===== src/rtl/vend_pkg.sv =====
// rtl/vend_pkg.sv - FSM states, coin values and price lookup shared by vend_core_param
// The CHANGE state is only encoded when VEND_CHANGE_RETURN_EN is defined.
package vend_pkg;

  typedef enum logic [1:0] {
    IDLE,
    SELECT,
`ifdef VEND_CHANGE_RETURN_EN
    VEND,
    CHANGE
`else
    VEND
`endif
  } vend_state_e;

  localparam int COIN_VAL [4] = '{1, 5, 10, 20};

  // Prices arrive as one packed vector; item idx sits at [idx*pw +: pw].
  function automatic int unsigned price_of(input logic [255:0] prices,
                                           input int unsigned idx,
                                           input int unsigned pw);
    logic [255:0] field;
    field = (prices >> (idx * pw)) & ((256'd1 << pw) - 256'd1);
    return field[31:0];
  endfunction

endpackage


===== src/rtl/vend_edge_det.sv =====
// rtl/vend_edge_det.sv - rising-edge pulse generator, one history flop per input bit
module vend_edge_det #(
  parameter int W = 1
) (
  input  logic         clk,
  input  logic         rst,
  input  logic [W-1:0] din_i,
  output logic [W-1:0] rise_o
);

  logic [W-1:0] hist_q;

  always_ff @(posedge clk or posedge rst) begin
    if (rst) hist_q <= '0;
    else     hist_q <= din_i;
  end

  assign rise_o = din_i & ~hist_q;

endmodule


===== src/rtl/vend_core_param.sv =====
// rtl/vend_core_param.sv - parametrised vending controller: capped credit, wrapping cursor, timed dispense
// Defining VEND_CHANGE_RETURN_EN adds refund_button/change_coin and the greedy CHANGE state.
module vend_core_param
  import vend_pkg::*;
#(
  parameter int                         N_ITEMS     = 5,
  parameter int                         PRICE_W     = 4,
  parameter logic [N_ITEMS*PRICE_W-1:0] PRICES      = {4'd8, 4'd10, 4'd6, 4'd5, 4'd7},
  parameter int                         CREDIT_W    = 7,
  parameter int                         MAX_CREDIT  = 79,
  parameter int                         VEND_CYCLES = 4
) (
  input  logic                       clk,
  input  logic                       rst,
`ifdef VEND_CHANGE_RETURN_EN
  input  logic                       refund_button,
  output logic [3:0]                 change_coin,
`endif
  input  logic [3:0]                 coin_in,
  input  logic                       L_button,
  input  logic                       R_button,
  input  logic                       C_button,
  output logic [CREDIT_W-1:0]        credit,
  output logic [$clog2(N_ITEMS)-1:0] sel_idx,
  output logic [PRICE_W-1:0]         sel_price,
  output logic [N_ITEMS-1:0]         afford,
  output logic                       vend_valid,
  output logic [$clog2(N_ITEMS)-1:0] vend_idx,
  output logic                       coin_reject,
  output logic                       deny
);

  localparam int IDX_W = $clog2(N_ITEMS);
  localparam int CNT_W = $clog2(VEND_CYCLES + 1);
  localparam int SUM_W = CREDIT_W + 1;
`ifdef VEND_CHANGE_RETURN_EN
  localparam int EV_W = 8;
`else
  localparam int EV_W = 7;
`endif

  logic [EV_W-1:0]     in_vec, ev;
  vend_state_e         state_q, state_d;
  logic [CREDIT_W-1:0] credit_q, credit_d;
  logic [IDX_W-1:0]    sel_q, sel_d, vidx_q, vidx_d;
  logic [CNT_W-1:0]    cnt_q, cnt_d;
  logic                vend_q, vend_d, rej_q, rej_d, deny_q, deny_d;
  logic [PRICE_W-1:0]  price_arr [N_ITEMS];
  logic [PRICE_W-1:0]  cur_price;
  logic [SUM_W-1:0]    coin_add, coin_sum;
  logic [3:0]          coin_ev;
  logic                coin_multi, coin_block, l_ev, r_ev, c_ev, can_buy;
`ifdef VEND_CHANGE_RETURN_EN
  logic [3:0]          chg_q, chg_d;
  logic                f_ev;

  assign in_vec      = {refund_button, C_button, R_button, L_button, coin_in};
  assign f_ev        = ev[7];
  assign change_coin = chg_q;
`else
  assign in_vec = {C_button, R_button, L_button, coin_in};
`endif

  vend_edge_det #(.W(EV_W)) u_edge (
    .clk   (clk),
    .rst   (rst),
    .din_i (in_vec),
    .rise_o(ev)
  );

  assign coin_ev = ev[3:0];
  assign l_ev    = ev[4];
  assign r_ev    = ev[5];
  assign c_ev    = ev[6];

  for (genvar g = 0; g < N_ITEMS; g++) begin : g_price
    assign price_arr[g] = PRICE_W'(price_of(256'(PRICES), g, PRICE_W));
    assign afford[g]    = credit_q >= CREDIT_W'(price_arr[g]);
  end

  assign cur_price   = price_arr[sel_q];
  assign can_buy     = credit_q >= CREDIT_W'(cur_price);
  assign sel_price   = cur_price;
  assign credit      = credit_q;
  assign sel_idx     = sel_q;
  assign vend_idx    = vidx_q;
  assign vend_valid  = vend_q;
  assign coin_reject = rej_q;
  assign deny        = deny_q;

  always_ff @(posedge clk or posedge rst) begin
    if (rst) begin
      state_q  <= IDLE;
      credit_q <= '0;
      sel_q    <= '0;
      vidx_q   <= '0;
      cnt_q    <= '0;
      vend_q   <= 1'b0;
      rej_q    <= 1'b0;
      deny_q   <= 1'b0;
`ifdef VEND_CHANGE_RETURN_EN
      chg_q    <= '0;
`endif
    end else begin
      state_q  <= state_d;
      credit_q <= credit_d;
      sel_q    <= sel_d;
      vidx_q   <= vidx_d;
      cnt_q    <= cnt_d;
      vend_q   <= vend_d;
      rej_q    <= rej_d;
      deny_q   <= deny_d;
`ifdef VEND_CHANGE_RETURN_EN
      chg_q    <= chg_d;
`endif
    end
  end

  always_comb begin
    state_d    = state_q;
    credit_d   = credit_q;
    sel_d      = sel_q;
    vidx_d     = vidx_q;
    cnt_d      = cnt_q;
    vend_d     = vend_q;
    rej_d      = 1'b0;
    deny_d     = 1'b0;
    coin_block = 1'b0;
    coin_add   = '0;
`ifdef VEND_CHANGE_RETURN_EN
    chg_d      = '0;
`endif

    // Highest-index coin wins; any other simultaneous coin is refused.
    for (int i = 0; i < 4; i++) begin
      if (coin_ev[i]) coin_add = SUM_W'(COIN_VAL[i]);
    end
    coin_multi = (coin_ev & (coin_ev - 4'd1)) != 4'd0;
    coin_sum   = {1'b0, credit_q} + coin_add;

    case (state_q)
      IDLE: begin
`ifdef VEND_CHANGE_RETURN_EN
        if (f_ev && credit_q != '0) begin
          state_d    = CHANGE;
          coin_block = 1'b1;
        end else
`endif
        if (afford != '0) state_d = SELECT;
      end
      SELECT: begin
        if (l_ev && !r_ev)
          sel_d = (sel_q == '0) ? IDX_W'(N_ITEMS - 1) : sel_q - IDX_W'(1);
        else if (r_ev && !l_ev)
          sel_d = (sel_q == IDX_W'(N_ITEMS - 1)) ? '0 : sel_q + IDX_W'(1);
        if (c_ev && can_buy) begin
          credit_d   = credit_q - CREDIT_W'(cur_price);
          vidx_d     = sel_q;
          vend_d     = 1'b1;
          cnt_d      = CNT_W'(VEND_CYCLES - 1);
          state_d    = VEND;
          coin_block = 1'b1;
        end else if (c_ev) begin
          deny_d = 1'b1;
`ifdef VEND_CHANGE_RETURN_EN
        end else if (f_ev && credit_q != '0) begin
          state_d    = CHANGE;
          coin_block = 1'b1;
`endif
        end else if (afford == '0) begin
          state_d = IDLE;
        end
      end
      VEND: begin
        coin_block = 1'b1;
        if (cnt_q == '0) begin
          vend_d  = 1'b0;
          state_d = (afford != '0) ? SELECT : IDLE;
        end else begin
          cnt_d = cnt_q - CNT_W'(1);
        end
      end
`ifdef VEND_CHANGE_RETURN_EN
      CHANGE: begin
        coin_block = 1'b1;
        if (credit_q == '0) begin
          state_d = IDLE;
        end else begin
          for (int i = 0; i < 4; i++) begin
            if (credit_q >= CREDIT_W'(COIN_VAL[i])) begin
              chg_d    = 4'b0001 << i;
              credit_d = credit_q - CREDIT_W'(COIN_VAL[i]);
            end
          end
        end
      end
`endif
      default: state_d = IDLE;
    endcase

    if (coin_ev != '0) begin
      if (coin_block) begin
        rej_d = 1'b1;
      end else begin
        if (coin_sum <= SUM_W'(MAX_CREDIT)) credit_d = coin_sum[CREDIT_W-1:0];
        rej_d = coin_multi || (coin_sum > SUM_W'(MAX_CREDIT));
      end
    end
  end

endmodule

===== config.mk =====
export PLATFORM = sky130hd
export DESIGN_NAME = vend_core_param
export DESIGN_NICKNAME = d
export VERILOG_FILES = /design/src/rtl/vend_pkg.sv /design/src/rtl/vend_edge_det.sv /design/src/rtl/vend_core_param.sv
export SDC_FILE = /design/constraint.sdc
export NUM_CORES = 1
export LEC_CHECK = 0
export CELL_PAD_IN_SITES_DETAIL_PLACEMENT = 0
export CELL_PAD_IN_SITES_GLOBAL_PLACEMENT = 1
export CORE_UTILIZATION = 35
export CTS_CLUSTER_SIZE = 14
export DETAILED_ROUTE_END_ITERATION = 16
export GPL_TIMING_DRIVEN = 0
export HOLD_SLACK_MARGIN = 0.05
export PLACE_DENSITY_LB_ADDON = 0.08
export SKIP_LAST_GASP = 1
export SYNTH_ARGS = -nofsm -noshare
export SYNTH_HDL_FRONTEND = slang
export SYNTH_SLANG_ARGS = --single-unit

===== constraint.sdc =====
create_clock -name clk -period 3.5 [get_ports clk]
set_input_delay 0.35 -clock clk [delete_from_list [all_inputs] [get_ports clk]]
set_output_delay 0.35 -clock clk [all_outputs]
set_load 0.01 [all_outputs]

==> run metrics <==
combinational share of power=65.8%; critical path endpoint category=flip-flop; GRT Util Overall=16.57%; vias per cell=5.076; Clk Latency, worst-skew pair=0.28 ns; register area share after synthesis=33.57%; Worst path most repeated cell=o21ai_4; final non-filler cell total=355; cells after synthesis=234; Tmin final=3.400 ns; crit path buf inv count=2; post-route cell area=0.002758 sq mm; #FFs+latches synth=28; DP Wirelength=3657 microns; final worst slack=0.1003 ns; Cells after DPL=339; antenna-violating nets left=0; pwr dens=850.2 mW/mm^2; Sink Count=28; CP Max Fanout=10; Clock Skew=0.004141 ns; Yosys warnings=0; Main synth FF type=dfrtp_1; CP required=3.68 ns; clk buf depth=2; Slew Limit Fails=0; final setup vio count=0; total CTS buffers=3; number of flops mapped to enable cells by yosys=0; Post-Synth Simple-Gate Area=18.41%; Switch Pwr=1.009 mW; Pint=1.336 mW; 1st-iter DRT viols=50; FP Rows=27; # DRC=0; xor and xnor area share after synthesis=4.197%; dpl ws=-0.6845 ns; Least-Margin Pin Slew=1.158 ns; switch share=43.02%; Final period util=97.13%; most area-consuming cells after synthesis=dfrtp_1 34%, ha_1 13%, o21ai_0 4.6%; Vias=1802; LEAKAGE=1.261 nW; routed wirelength normalized by instance count=14.12 microns; crit path DAT=3.58 ns; die height=79.22 microns; Overflow after GRT=0; DRT Pass-1 Iters=4; total die area=0.006276 sq mm; clk slew on worst S/H paths=0.11 ns; syn nets=265; mux share of post-synthesis cell area=2.158%; Synth top area share=33.57%; dominant cell type by area after synthesis=dfrtp_1; Setup Crit Path Kind=primary input to flip-flop; crit path cell chain=clkdlybuf4s50_1 -> nor2b_4 -> buf_6 -> o21ai_4 -> ha_4 -> and3b_1 -> a31oi_1 -> nand3_1 -> o211a_1 -> o311a_1 -> o21a_1 -> o21ai_4 -> mux2_4 -> a211o_1; mapped cell area=0.002087 sq mm; # IOs=34; status=complete, no violations; Rel. slew slack=22.71%; vias in the first global route=1674; I/O Buffers=33; complex-gate fraction of the synthesized area=21.88%; Area growth syn-to-layout=32.13%; Placer Congestion=0.7723; Max VDD drop=0.4569 mV; clock root buffer=clkbuf_8; Syn Area/Cell=8.919 sq um; Synth cell types=52; initial core utilization=36.99%; largest net degree at the start of global routing=29; H-tree depth=1; max cap viols=0; Critical Path Max Stage Delay=0.43 ns; slowest library cell on the worst path=clkdlybuf4s50_1; initial antenna violation count=0; Post-synth ARST share=100.0%; Fin. Hold Viols=0; Synth Area in Adders=13.55%; first-pass GRT wire length=8142 microns; nets@finish=315; sequential power share=22.7%; fraction of layout cells with a size suffix above 1=13.78%; Antenna diodes=0; Die X=79.22 microns; Hold Path Class=primary input to flip-flop; largest family of logic cells by synthesized area=compound AO/OA/AOI/OAI gates; Core Area=0.005642 sq mm; CTS tree=done; FMAX=294.1 MHz; crit-path leading delay family=compound AO/OA/AOI/OAI gates; Clock Power Share=11.6%; Startpoint Class=primary input; Post-DP Area=0.002507 sq mm; final WL=5012 microns
registers in the layout (all words and copies together) (netlist names):
name           count
vend_valid         1
credit             7
u_edge.hist_q      7
coin_reject        1
deny               1
vend_idx           3
cnt_q              3
sel_idx            3
state_q            2
layer usage:
metal	share of wire [%]	vias to the layer above	global-route usage, %
met5	0	-	0
met2	41	25	23.19
met1	55	851	26.19
met3	3.1	2	2.299
met4	0.48	0	3.818
li1	-	924	-
cell type report:
cell class	count	area [sq um]
Multi-Input combinational cell	177	1340
Timing Repair Buffer	45	422.9
Clock inverter	1	30.03
Sequential cell	28	700.7
Clock buffer	3	41.29
Fill cell	555	2884
Inverter	21	78.83
Tap cell	72	90.09
Buffer	8	53.80
layout by cell type, fill, tap and decap left out, types with 9 or more instances in the layout:
cell,instances
o21ai_0,17
nand2_1,24
a21oi_1,9
dfrtp_1,28
ha_1,20
inv_1,20
nor2_1,15
clkdlybuf4s50_1,32
buf_4,14
cell usage after synthesis (2+ instances only):
library cell  count
dfrtp_1          28
nand4_1           3
and3_1            3
nand3_1           3
xor2_1            4
buf_6             2
and2_1            2
ha_1             21
mux2i_1           3
o311a_1           2
nor2_1           15
o211ai_1          2
clkbuf_1          3
and3b_1           2
o31ai_1           5
o21ai_0          19
a21o_1            3
nor2b_1           6
a21boi_0          3
a22o_1            2
a21oi_1           9
nor3_1            4
o21a_1            2
nand2_1          24
inv_1            21
nand2b_1          6
a211oi_1          3
a31oi_1           4
buf_2             2
xnor2_1           6
stage by stage:
step           util, %  power, mW  hold WS (ns)  TNS (ns)
2_1_floorplan        -      1.471        0.3814         0
3_3_place_gp     44.44      1.955        0.4638    -3.301
3_5_place_dp     44.44      1.949        0.4694    -3.398
4_1_cts          46.99      2.288        0.4966         0
5_1_grt          48.88      2.554        0.2417  -0.02216
6_report         48.88      2.345        0.2244         0
worst register-to-register path: stages, from the launching register on:
cell	delay, ns
dfrtp_1	0.44
inv_1	0.12
ha_1	0.19
or2_2	0.32
ha_1	0.30
nor2b_1	0.14
o21a_1	0.16
o21ai_2	0.08
a41o_2	0.25
a21boi_1	0.33
a31oi_1	0.09
buf_4	0.16
o21ai_4	0.08
mux2_4	0.32
a211o_1	0.29
power by group through the flow:
stage | Sequential [mW] | Combinational, mW | Clock [mW]
2_1_floorplan | 0.548 | 0.923 | 0
3_3_place_gp | 0.535 | 1.42 | 0
3_5_place_dp | 0.537 | 1.41 | 0
4_1_cts | 0.531 | 1.48 | 0.277
5_1_grt | 0.551 | 1.71 | 0.289
6_report | 0.531 | 1.54 | 0.271
cells by family (layout without fill, tap and decap cells):
family / Yosys count / after routing
compound gates: 66 / 66
xor+xnor: 10 / 10
mux: 4 / 4
flops: 28 / 28
fa+ha+maj: 22 / 22
simple gates: 75 / 75
buf+inv: 29 / 78
timing repair:
item                                    CTS  global route
hold buffers                              0             0
endpoints found under the setup margin    8             2
setup buffers                             5             7
gates resized for setup                  11             9
pin swaps                                 4            10
path summary, 6_finish.rpt:
check / startpoint / endpoint / slack (ns) / depth (start not counted)
worst max-delay path: coin_in[2] / credit[3]$_DFF_PP0_ / 0.10 / 14
worst min-delay path: coin_in[3] / u_edge.hist_q[3]$_DFF_PP0_ / 0.22 / 1
worst max register to register: sel_idx[1]$_DFFE_PP0P_ / credit[3]$_DFF_PP0_ / 0.15 / 14
worst min register to register: vend_idx[0]$_DFFE_PP0P_ / vend_idx[0]$_DFFE_PP0P_ / 0.49 / 2
max in group asynchronous: rst / sel_idx[2]$_DFFE_PP0P_ / 2.15 / 2
min in group asynchronous: rst / deny$_DFF_PP0_ / 0.66 / 2
No activity file was read; power rests on OpenSTA's default activity.
